## src/rtl/mem_arbiter.sv

```systemverilog
// Shares one memory port between instruction fetch and data load/store requesters.
// Data has priority; a saturating starve counter forces a fetch grant after STARVE_LIMIT data grants.
module mem_arbiter #(
  parameter int STARVE_LIMIT = 4
) (
  input  logic        clk,
  input  logic        rst,
  input  logic        imem_valid,
  input  logic [31:0] imem_addr,
  input  logic        imem_flush,
  output logic [31:0] imem_rdata,
  output logic        imem_ready,
  input  logic        dmem_valid,
  input  logic [31:0] dmem_addr,
  input  logic [31:0] dmem_wdata,
  input  logic [3:0]  dmem_wstrb,
  output logic [31:0] dmem_rdata,
  output logic        dmem_ready,
  output logic        mem_valid,
  output logic        mem_instr,
  output logic [31:0] mem_addr,
  output logic [31:0] mem_wdata,
  output logic [3:0]  mem_wstrb,
  input  logic [31:0] mem_rdata,
  input  logic        mem_ready
);

  localparam logic [3:0] LIMIT = 4'(STARVE_LIMIT);

  typedef enum logic [1:0] {IDLE, IBUSY, DBUSY, IDROP} state_t;

  state_t     state, state_nxt;
  logic [3:0] starve_cnt;
  logic       grant_i, grant_d;

  always_ff @(posedge clk or posedge rst) begin
    if (rst) state <= IDLE;
    else     state <= state_nxt;
  end

  always_comb begin
    state_nxt  = state;
    grant_i    = 1'b0;
    grant_d    = 1'b0;
    imem_ready = 1'b0;
    dmem_ready = 1'b0;
    case (state)
      IDLE: begin
        if (imem_valid && (!dmem_valid || starve_cnt == LIMIT)) begin
          grant_i   = 1'b1;
          state_nxt = IBUSY;
        end else if (dmem_valid) begin
          grant_d   = 1'b1;
          state_nxt = DBUSY;
        end
      end
      IBUSY: begin
        // A flush lets the memory access finish but never delivers its data.
        if (mem_ready) begin
          imem_ready = !imem_flush;
          state_nxt  = IDLE;
        end else if (imem_flush) begin
          state_nxt = IDROP;
        end
      end
      DBUSY: begin
        if (mem_ready) begin
          dmem_ready = 1'b1;
          state_nxt  = IDLE;
        end
      end
      IDROP: begin
        if (mem_ready) state_nxt = IDLE;
      end
      default: state_nxt = IDLE;
    endcase
  end

  always_ff @(posedge clk or posedge rst) begin
    if (rst) begin
      mem_instr  <= 1'b0;
      mem_addr   <= '0;
      mem_wdata  <= '0;
      mem_wstrb  <= '0;
      starve_cnt <= '0;
    end else if (grant_i) begin
      mem_instr  <= 1'b1;
      mem_addr   <= imem_addr;
      mem_wdata  <= '0;
      mem_wstrb  <= '0;
      starve_cnt <= '0;
    end else if (grant_d) begin
      mem_instr <= 1'b0;
      mem_addr  <= dmem_addr;
      mem_wdata <= dmem_wdata;
      mem_wstrb <= dmem_wstrb;
      if (imem_valid && starve_cnt != LIMIT) starve_cnt <= starve_cnt + 4'd1;
    end
  end

  assign mem_valid  = (state != IDLE);
  assign imem_rdata = imem_ready ? mem_rdata : '0;
  assign dmem_rdata = dmem_ready ? mem_rdata : '0;

endmodule

```

## config.mk

```make
export PLATFORM = sky130hd
export DESIGN_NAME = mem_arbiter
export DESIGN_NICKNAME = d
export VERILOG_FILES = /design/src/rtl/mem_arbiter.sv
export SDC_FILE = /design/constraint.sdc
export NUM_CORES = 1
export LEC_CHECK = 0
export ABC_AREA = 0
export CAP_MARGIN = 40
export CORE_AREA = 2 2 106 108
export CTS_CLUSTER_SIZE = 25
export DETAILED_ROUTE_END_ITERATION = 6
export DIE_AREA = 0 0 108 110
export GPL_ROUTABILITY_DRIVEN = 0
export PLACE_DENSITY = 0.82
export SYNTH_ARGS = -nofsm -noshare
export SYNTH_HDL_FRONTEND = slang
export SYNTH_SLANG_ARGS = --single-unit
```

## constraint.sdc

```tcl
create_clock -name clk -period 4.3 [get_ports clk]
set_input_delay 0.43 -clock clk [delete_from_list [all_inputs] [get_ports clk]]
set_output_delay 0.43 -clock clk [all_outputs]
set_load 0.1 [all_outputs]
```

==> flow_metrics.env, run 1 <==
export IMPL_ys_seq_area_share_pct=51.2
export IMPL_power_density_nw_per_um2=934
export IMPL_skew_ns=0.0118
export IMPL_wl_per_cell_um=17.7
export IMPL_critPathBufInv=3
export IMPL_rows=38
export IMPL_synth_avg_cell_area_um2=10.0
export IMPL_root_buffer="clkbuf_8"
export IMPL_crit_arrival_ns=2.28
export IMPL_maxSlewHeadroom_pct=43.4
export IMPL_pwr_share_comb_pct=75.0
export IMPL_drt_vias_per_instance=4.81
export IMPL_cts_max_path_buffers=2
export IMPL_diodes=0
export IMPL_antenna_found_initial=0
export IMPL_numCtsBuffers=9
export IMPL_post_synth_num_cell_types=30
export IMPL_critPathKind="primary input to output pin"
export IMPL_worst_setup_path_start_kind="primary input"
export IMPL_grt_pass1_wl_mm=22.0
export IMPL_cts_resized_gates=0
export IMPL_rsz0062_at_grt="no"
export IMPL_seqCellArea_um2=1880
export IMPL_fin_crit_ns=2.71
export IMPL_min_path_type="primary input to asynchronous set/reset pin"
export IMPL_ctsHtreeMaxLevel=3
export IMPL_synthDominantCellAreaShare_pct=51.2
export IMPL_p_int_mw=3.39
export IMPL_max_freq_mhz=369
export IMPL_clkSinkCount=75
export IMPL_synth_most_common_cell="inv_1"
export IMPL_worstPathMaxFanout=21
export IMPL_initialDrtViolationCount=311
export IMPL_synth_area_um2=3660
export IMPL_cts_reportedPaths_clkPinSlew_ns=0.08
export IMPL_async_flop_share_pct=100
export IMPL_p_sw_mw=3.95
export IMPL_drc=0
export IMPL_io_buffers=273
export IMPL_slew_viol_final=0
export IMPL_drtPass1Iterations=7
export IMPL_finalSetupTns_ns=0
export IMPL_synth_edf_count=0
export IMPL_final_nets=843
export IMPL_maxCapViolCount=0
export IMPL_syn_num_nets=506
export IMPL_final_util_pct=73.4
export IMPL_seq_power_share_pct=17.0
export IMPL_wirelength_mm=15.0
export IMPL_setup_viol=0
export IMPL_critPathMostFrequentCell="buf_4"
export IMPL_crit_chain="clkdlybuf4s50_1 -> nand2_1 -> nor3_2 -> buf_4 -> and2_1 -> buf_4"
export IMPL_multi_input_area_um2=1270
export IMPL_core_um2=10700
export IMPL_worst_pin_slew_ns=0.849
export IMPL_max_stage_delay_ns=0.53
export IMPL_syn_to_final_growth_pct=114
export IMPL_vias=4071
export IMPL_ys_top_cells_by_area="dfrtp_1 (51%), and2_1 (11%), inv_1 (11%), a222oi_1 (8.7%), a22o_1 (8.6%)"
export IMPL_synth_ff_type="dfrtp_1"
export IMPL_crit_family="buffers and inverters"
export IMPL_grt_max_degree=37
export IMPL_cp_required_ns=3.87
export IMPL_endpoint_kind="output pin"
export IMPL_final_fill_count=686
export IMPL_min_period_over_period_pct=63.1
export IMPL_gr_total_overflow=0
export IMPL_cts_tree="built"
export IMPL_post_cts_repair_setup_buffers=0
export IMPL_clkPwrFrac_pct=8.0
export IMPL_drive_above_1_share_pct=23.1
export IMPL_design_die_area_um2=11900
export IMPL_die_y_um=110
export IMPL_initial_core_util_pct=34.2
export IMPL_grt_pass1_vias=4310
export IMPL_leakage_nw=3.90
export IMPL_synth_commonest_cells="inv_1 (103), dfrtp_1 (75), and2_1 (65)"
export IMPL_critPathSlowestCell="clkdlybuf4s50_1"
export IMPL_synthCells=366
export IMPL_synth_seq_cells=75
export IMPL_chipWidth_um=108
export IMPL_ys_warn_count=0
export IMPL_hold_viol_final=0
export IMPL_synth_top_area_cell="dfrtp_1"
export IMPL_dp_hpwl_mm=12.1
export IMPL_clk_latency_ns=0.34
export IMPL_status="completed"
export IMPL_netSwitchingFraction_pct=53.8
export IMPL_ctsHoldBuffers=0
export IMPL_io_pin_count=274
export IMPL_drtAntennaViolNets=0
export IMPL_vdd_drop_max_mv=0.688
export IMPL_grt_usage_pct=24.4
-- sequential cells by signal, summed over array words and instances (netlist names) --
signal,flops
state,2
mem_wdata,32
mem_instr,1
mem_addr,32
mem_wstrb,4
starve_cnt,4
-- worst reg2reg max path, cell delays in order, from the launching register on --
cell	delay (ns)
dfrtp_1	0.43
inv_1	0.07
ha_1	0.25
nand3b_4	0.12
o211a_2	0.73
buf_4	0.49
a222oi_1	0.20
-- metrics by stage --
stage / worst slack (ns) / hold slack [ns] / total power, mW / instance area (um^2) / instances
CTS: 1.57 / 0.450 / 7.36 / 7860 / 847
detailed placement: 1.49 / 0.486 / 6.77 / 7650 / 832
finish: 1.59 / 0.447 / 7.34 / 7860 / 847
global route: 1.42 / 0.477 / 7.55 / 7860 / 847
floorplan: 1.21 / 0.479 / 4.40 / 3660 / 366
global placement: 1.61 / 0.484 / 5.36 / 6320 / 760
-- layout by cell type, fill, tap and decap left out, types with 2 or more instances in the layout --
master,instances
clkbuf_8,10
a222oi_1,32
ha_1,2
bufinv_16,2
dfrtp_1,75
clkbuf_1,3
clkdlybuf4s50_1,207
buf_8,52
nand3_1,3
o21ai_0,2
buf_4,72
buf_16,19
inv_1,102
and2_1,65
nor2_1,4
nand2_1,3
a22o_1,36
-- power groups by stage --
stage	sequential, mW	combinational [mW]	clock, mW
final	1.25	5.50	0.585
after global routing	1.28	5.65	0.629
after CTS	1.25	5.52	0.595
after detailed placement	1.25	5.51	0
after global placement	1.22	4.14	0
after floorplan	3.43	0.963	0
-- final cells by class --
class / count / share of cell area (%)
well taps: 140 / 2.23
repair buffers: 351 / 50.1
multi-input cells: 163 / 16.2
inverters: 103 / 4.92
flip-flops and latches: 75 / 23.9
clock buffers: 13 / 1.90
clock inverters: 2 / 0.765
-- worst paths after layout --
path                               start        endpoint  slack [ns]  cells after the start
max reg2reg                starve_cnt[0]    mem_addr[22]        1.85                      6
min                                  rst    mem_addr[15]        0.45                      2
min reg2reg                mem_wdata[13]   mem_wdata[13]        0.50                      1
max in group asynchronous            rst   mem_wdata[19]        2.86                      4
min in group clk           mem_wdata[13]   mem_wdata[13]        0.50                      1
max                            mem_ready  imem_rdata[17]        1.59                      6
-- layer usage --
layer,share of wire (%),GRT usage [%],up-vias
li1,-,-,1884
met1,35,25.9,1944
met2,55,45.8,209
met3,7.1,5.64,34
met4,3.2,11.0,0
met5,0,0,-
-- logic make-up after synthesis --
| group | after synthesis | share of synthesized area [%] |
|---|---|---|
| adders and majority gates | 2 | 0.683 |
| DFF | 75 | 51.2 |
| and+or+nand+nor | 81 | 13.7 |
| AOI/OAI and AO/OA | 79 | 19.6 |
| buffers and inverters | 128 | 14.5 |
| muxes | 1 | 0.273 |
No activity file was read; power rests on OpenSTA's default activity.
==> run 2: changes to the inputs <==
--- a/config.mk
+++ b/config.mk
@@ -7,10 +7,11 @@
 export LEC_CHECK = 0
 export ABC_AREA = 0
 export CAP_MARGIN = 40
-export CORE_AREA = 2 2 106 108
+export CORE_ASPECT_RATIO = 0.9
+export CORE_MARGIN = 2
+export CORE_UTILIZATION = 34
 export CTS_CLUSTER_SIZE = 25
 export DETAILED_ROUTE_END_ITERATION = 6
-export DIE_AREA = 0 0 108 110
 export GPL_ROUTABILITY_DRIVEN = 0
 export PLACE_DENSITY = 0.82
 export SYNTH_ARGS = -nofsm -noshare
==> constraint.sdc (replaced) <==
create_clock -name clk -period 2.7 [get_ports clk]
set_input_delay 0.27 -clock clk [delete_from_list [all_inputs] [get_ports clk]]
set_output_delay 0.27 -clock clk [all_outputs]
set_load 0.1 [all_outputs]
==> run 2 against run 1 <==
  * Register-to-register slack worse by 1.1 ns
  * Die area is 2.2% lower
  * Wire length is 9.6% lower
  * Sequential cell count stayed put
  * Clock skew is 0.0015 ns lower
  * Critical path depth is 1 lower
  * Clock-buffer cell count is 4 lower
  * Utilization is 3.1 points lower
  * Largest cell class unchanged
==> flow_metrics.env, run 2 (synthesis results as in run 1) <==
export IMPL_grt_pass1_vias=3743
export IMPL_numCtsBuffers=9
export IMPL_ctsHtreeMaxLevel=3
export IMPL_most_common_layout_cells="clkdlybuf4s50_1 (137), inv_1 (102), buf_4 (79)"
export IMPL_dp_hpwl_mm=10.7
export IMPL_rr_startpoint="starve_cnt[0]"
export IMPL_pre_cts_ws_ns=0.644
export IMPL_clk_latency_ns=0.33
export IMPL_io_pin_count=274
export IMPL_post_cts_repair_setup_buffers=0
export IMPL_power_density_nw_per_um2=1370
export IMPL_skew_ns=0.0103
export IMPL_design_die_area_um2=11600
export IMPL_r2r_setup_slack_ns=0.79
export IMPL_setup_ws_ns=0.713
export IMPL_leakage_nw=3.59
export IMPL_final_util_pct=70.3
export IMPL_grt_max_degree=76
export IMPL_finalSetupTns_ns=0
export IMPL_initialDrtViolationCount=415
export IMPL_diodes=0
export IMPL_grt_usage_pct=21.9
export IMPL_cts_reportedPaths_clkPinSlew_ns=0.07
export IMPL_gr_total_overflow=0
export IMPL_antenna_found_initial=0
export IMPL_min_period_over_period_pct=73.6
export IMPL_syn_to_final_growth_pct=99.3
export IMPL_fin_crit_ns=1.99
export IMPL_setup_viol=0
export IMPL_cts_resized_gates=0
export IMPL_ctsHoldBuffers=0
export IMPL_root_buffer="clkbuf_16"
export IMPL_status="completed"
export IMPL_design_area_um2=7300
export IMPL_rows=35
export IMPL_vias=3699
export IMPL_hold_viol_final=0
export IMPL_initial_core_util_pct=35.3
export IMPL_final_common_cell="clkdlybuf4s50_1"
export IMPL_drive_above_1_share_pct=26.3
export IMPL_io_buffers=273
export IMPL_drc=0
export IMPL_drtAntennaViolNets=0
export IMPL_final_nets=774
export IMPL_min_path_type="primary input to asynchronous set/reset pin"
export IMPL_vdd_drop_max_mv=0.835
export IMPL_cts_tree="built"
export IMPL_reg2reg_depth=6
export IMPL_reg_top3="mem_addr (32), mem_wdata (32)"
export IMPL_crit_arrival_ns=1.72
export IMPL_drt_vias_per_instance=4.82
export IMPL_worst_setup_path_start_kind="flip-flop"
export IMPL_cp_required_ns=2.43
export IMPL_power_mw=9.97
export IMPL_maxSlewHeadroom_pct=62.0
export IMPL_wirelength_mm=13.6
export IMPL_drtPass1Iterations=6
export IMPL_max_freq_mhz=503
export IMPL_core_um2=10400
export IMPL_place_area_um2=6980
export IMPL_worst_pin_slew_ns=0.567
export IMPL_slew_viol_final=0
export IMPL_chipWidth_um=113
export IMPL_wl_per_cell_um=17.7
export IMPL_critPathKind="flip-flop to output pin"
export IMPL_grt_pass1_wl_mm=19.9
export IMPL_rsz0062_at_grt="no"
export IMPL_endpoint_kind="output pin"
export IMPL_die_y_um=102
export IMPL_maxCapViolCount=0
export IMPL_cts_max_path_buffers=2
export IMPL_worstPathMaxFanout=33
export IMPL_worstReg2RegEnd="mem_addr[17]"
export IMPL_clkSinkCount=75
run 2: changes by cell type in the layout (fill, tap and decap cells not counted), moves of 7 or more:
cell             change
clkbuf_16            +9
buf_16              -19
buf_8               -52
clkbuf_8            -10
buf_4                +7
clkdlybuf4s50_1     -70
buf_12              +65
run 2: worst max-delay path, cell delays in order (launching register included):
cell and delay [ns]:
dfrtp_1 0.45, nand2_1 0.09, nor3_2 0.10, buf_4 0.29
and2_1 0.17, buf_4 0.28
run 2: how the worst max path moves through the flow:
stage	cells after the start	end	slack [ns]	from
after CTS	5	imem_rdata[28]	0.70	state[0]
after floorplan	3	imem_rdata[22]	0.25	state[1]
after detailed placement	5	mem_addr[17]	0.64	imem_valid
final	5	imem_rdata[28]	0.71	state[0]
after global placement	5	mem_addr[25]	0.70	imem_valid
after global routing	5	imem_rdata[28]	0.57	state[0]
run 2: per-stage QoR:
step           std cells  hold WS, ns
2_1_floorplan        366        0.367
3_3_place_gp         752        0.486
3_5_place_dp         752        0.487
4_1_cts              768        0.355
5_1_grt              768        0.402
6_report             768        0.341
run 2: routing by layer:
metal | wire, um | global-route usage (%) | vias up
li1 | - | - | 1751
met1 | 5400 | 27.6 | 1774
met2 | 7220 | 38.5 | 156
met3 | 689 | 3.86 | 18
met4 | 276 | 7.50 | 0
met5 | 0 | 0 | -
run 2: final cells by class:
| cell class | instances | area (um^2) |
|---|---|---|
| repair buffers | 282 | 3290 |
| fillers | 763 | 3080 |
| flip-flops and latches | 75 | 1880 |
| multi-input cells | 163 | 1270 |
| inverters | 103 | 387 |
| clock buffers | 9 | 225 |
| well taps | 129 | 161 |
| clock inverters | 7 | 92.6 |
run 2: where the power goes:
group / switching (mW) / internal [mW] / total, mW
combinational: 5.14 / 1.59 / 6.73
sequential: 0.337 / 1.64 / 1.98
clock: 0.521 / 0.742 / 1.26
total: 6.00 / 3.97 / 9.97
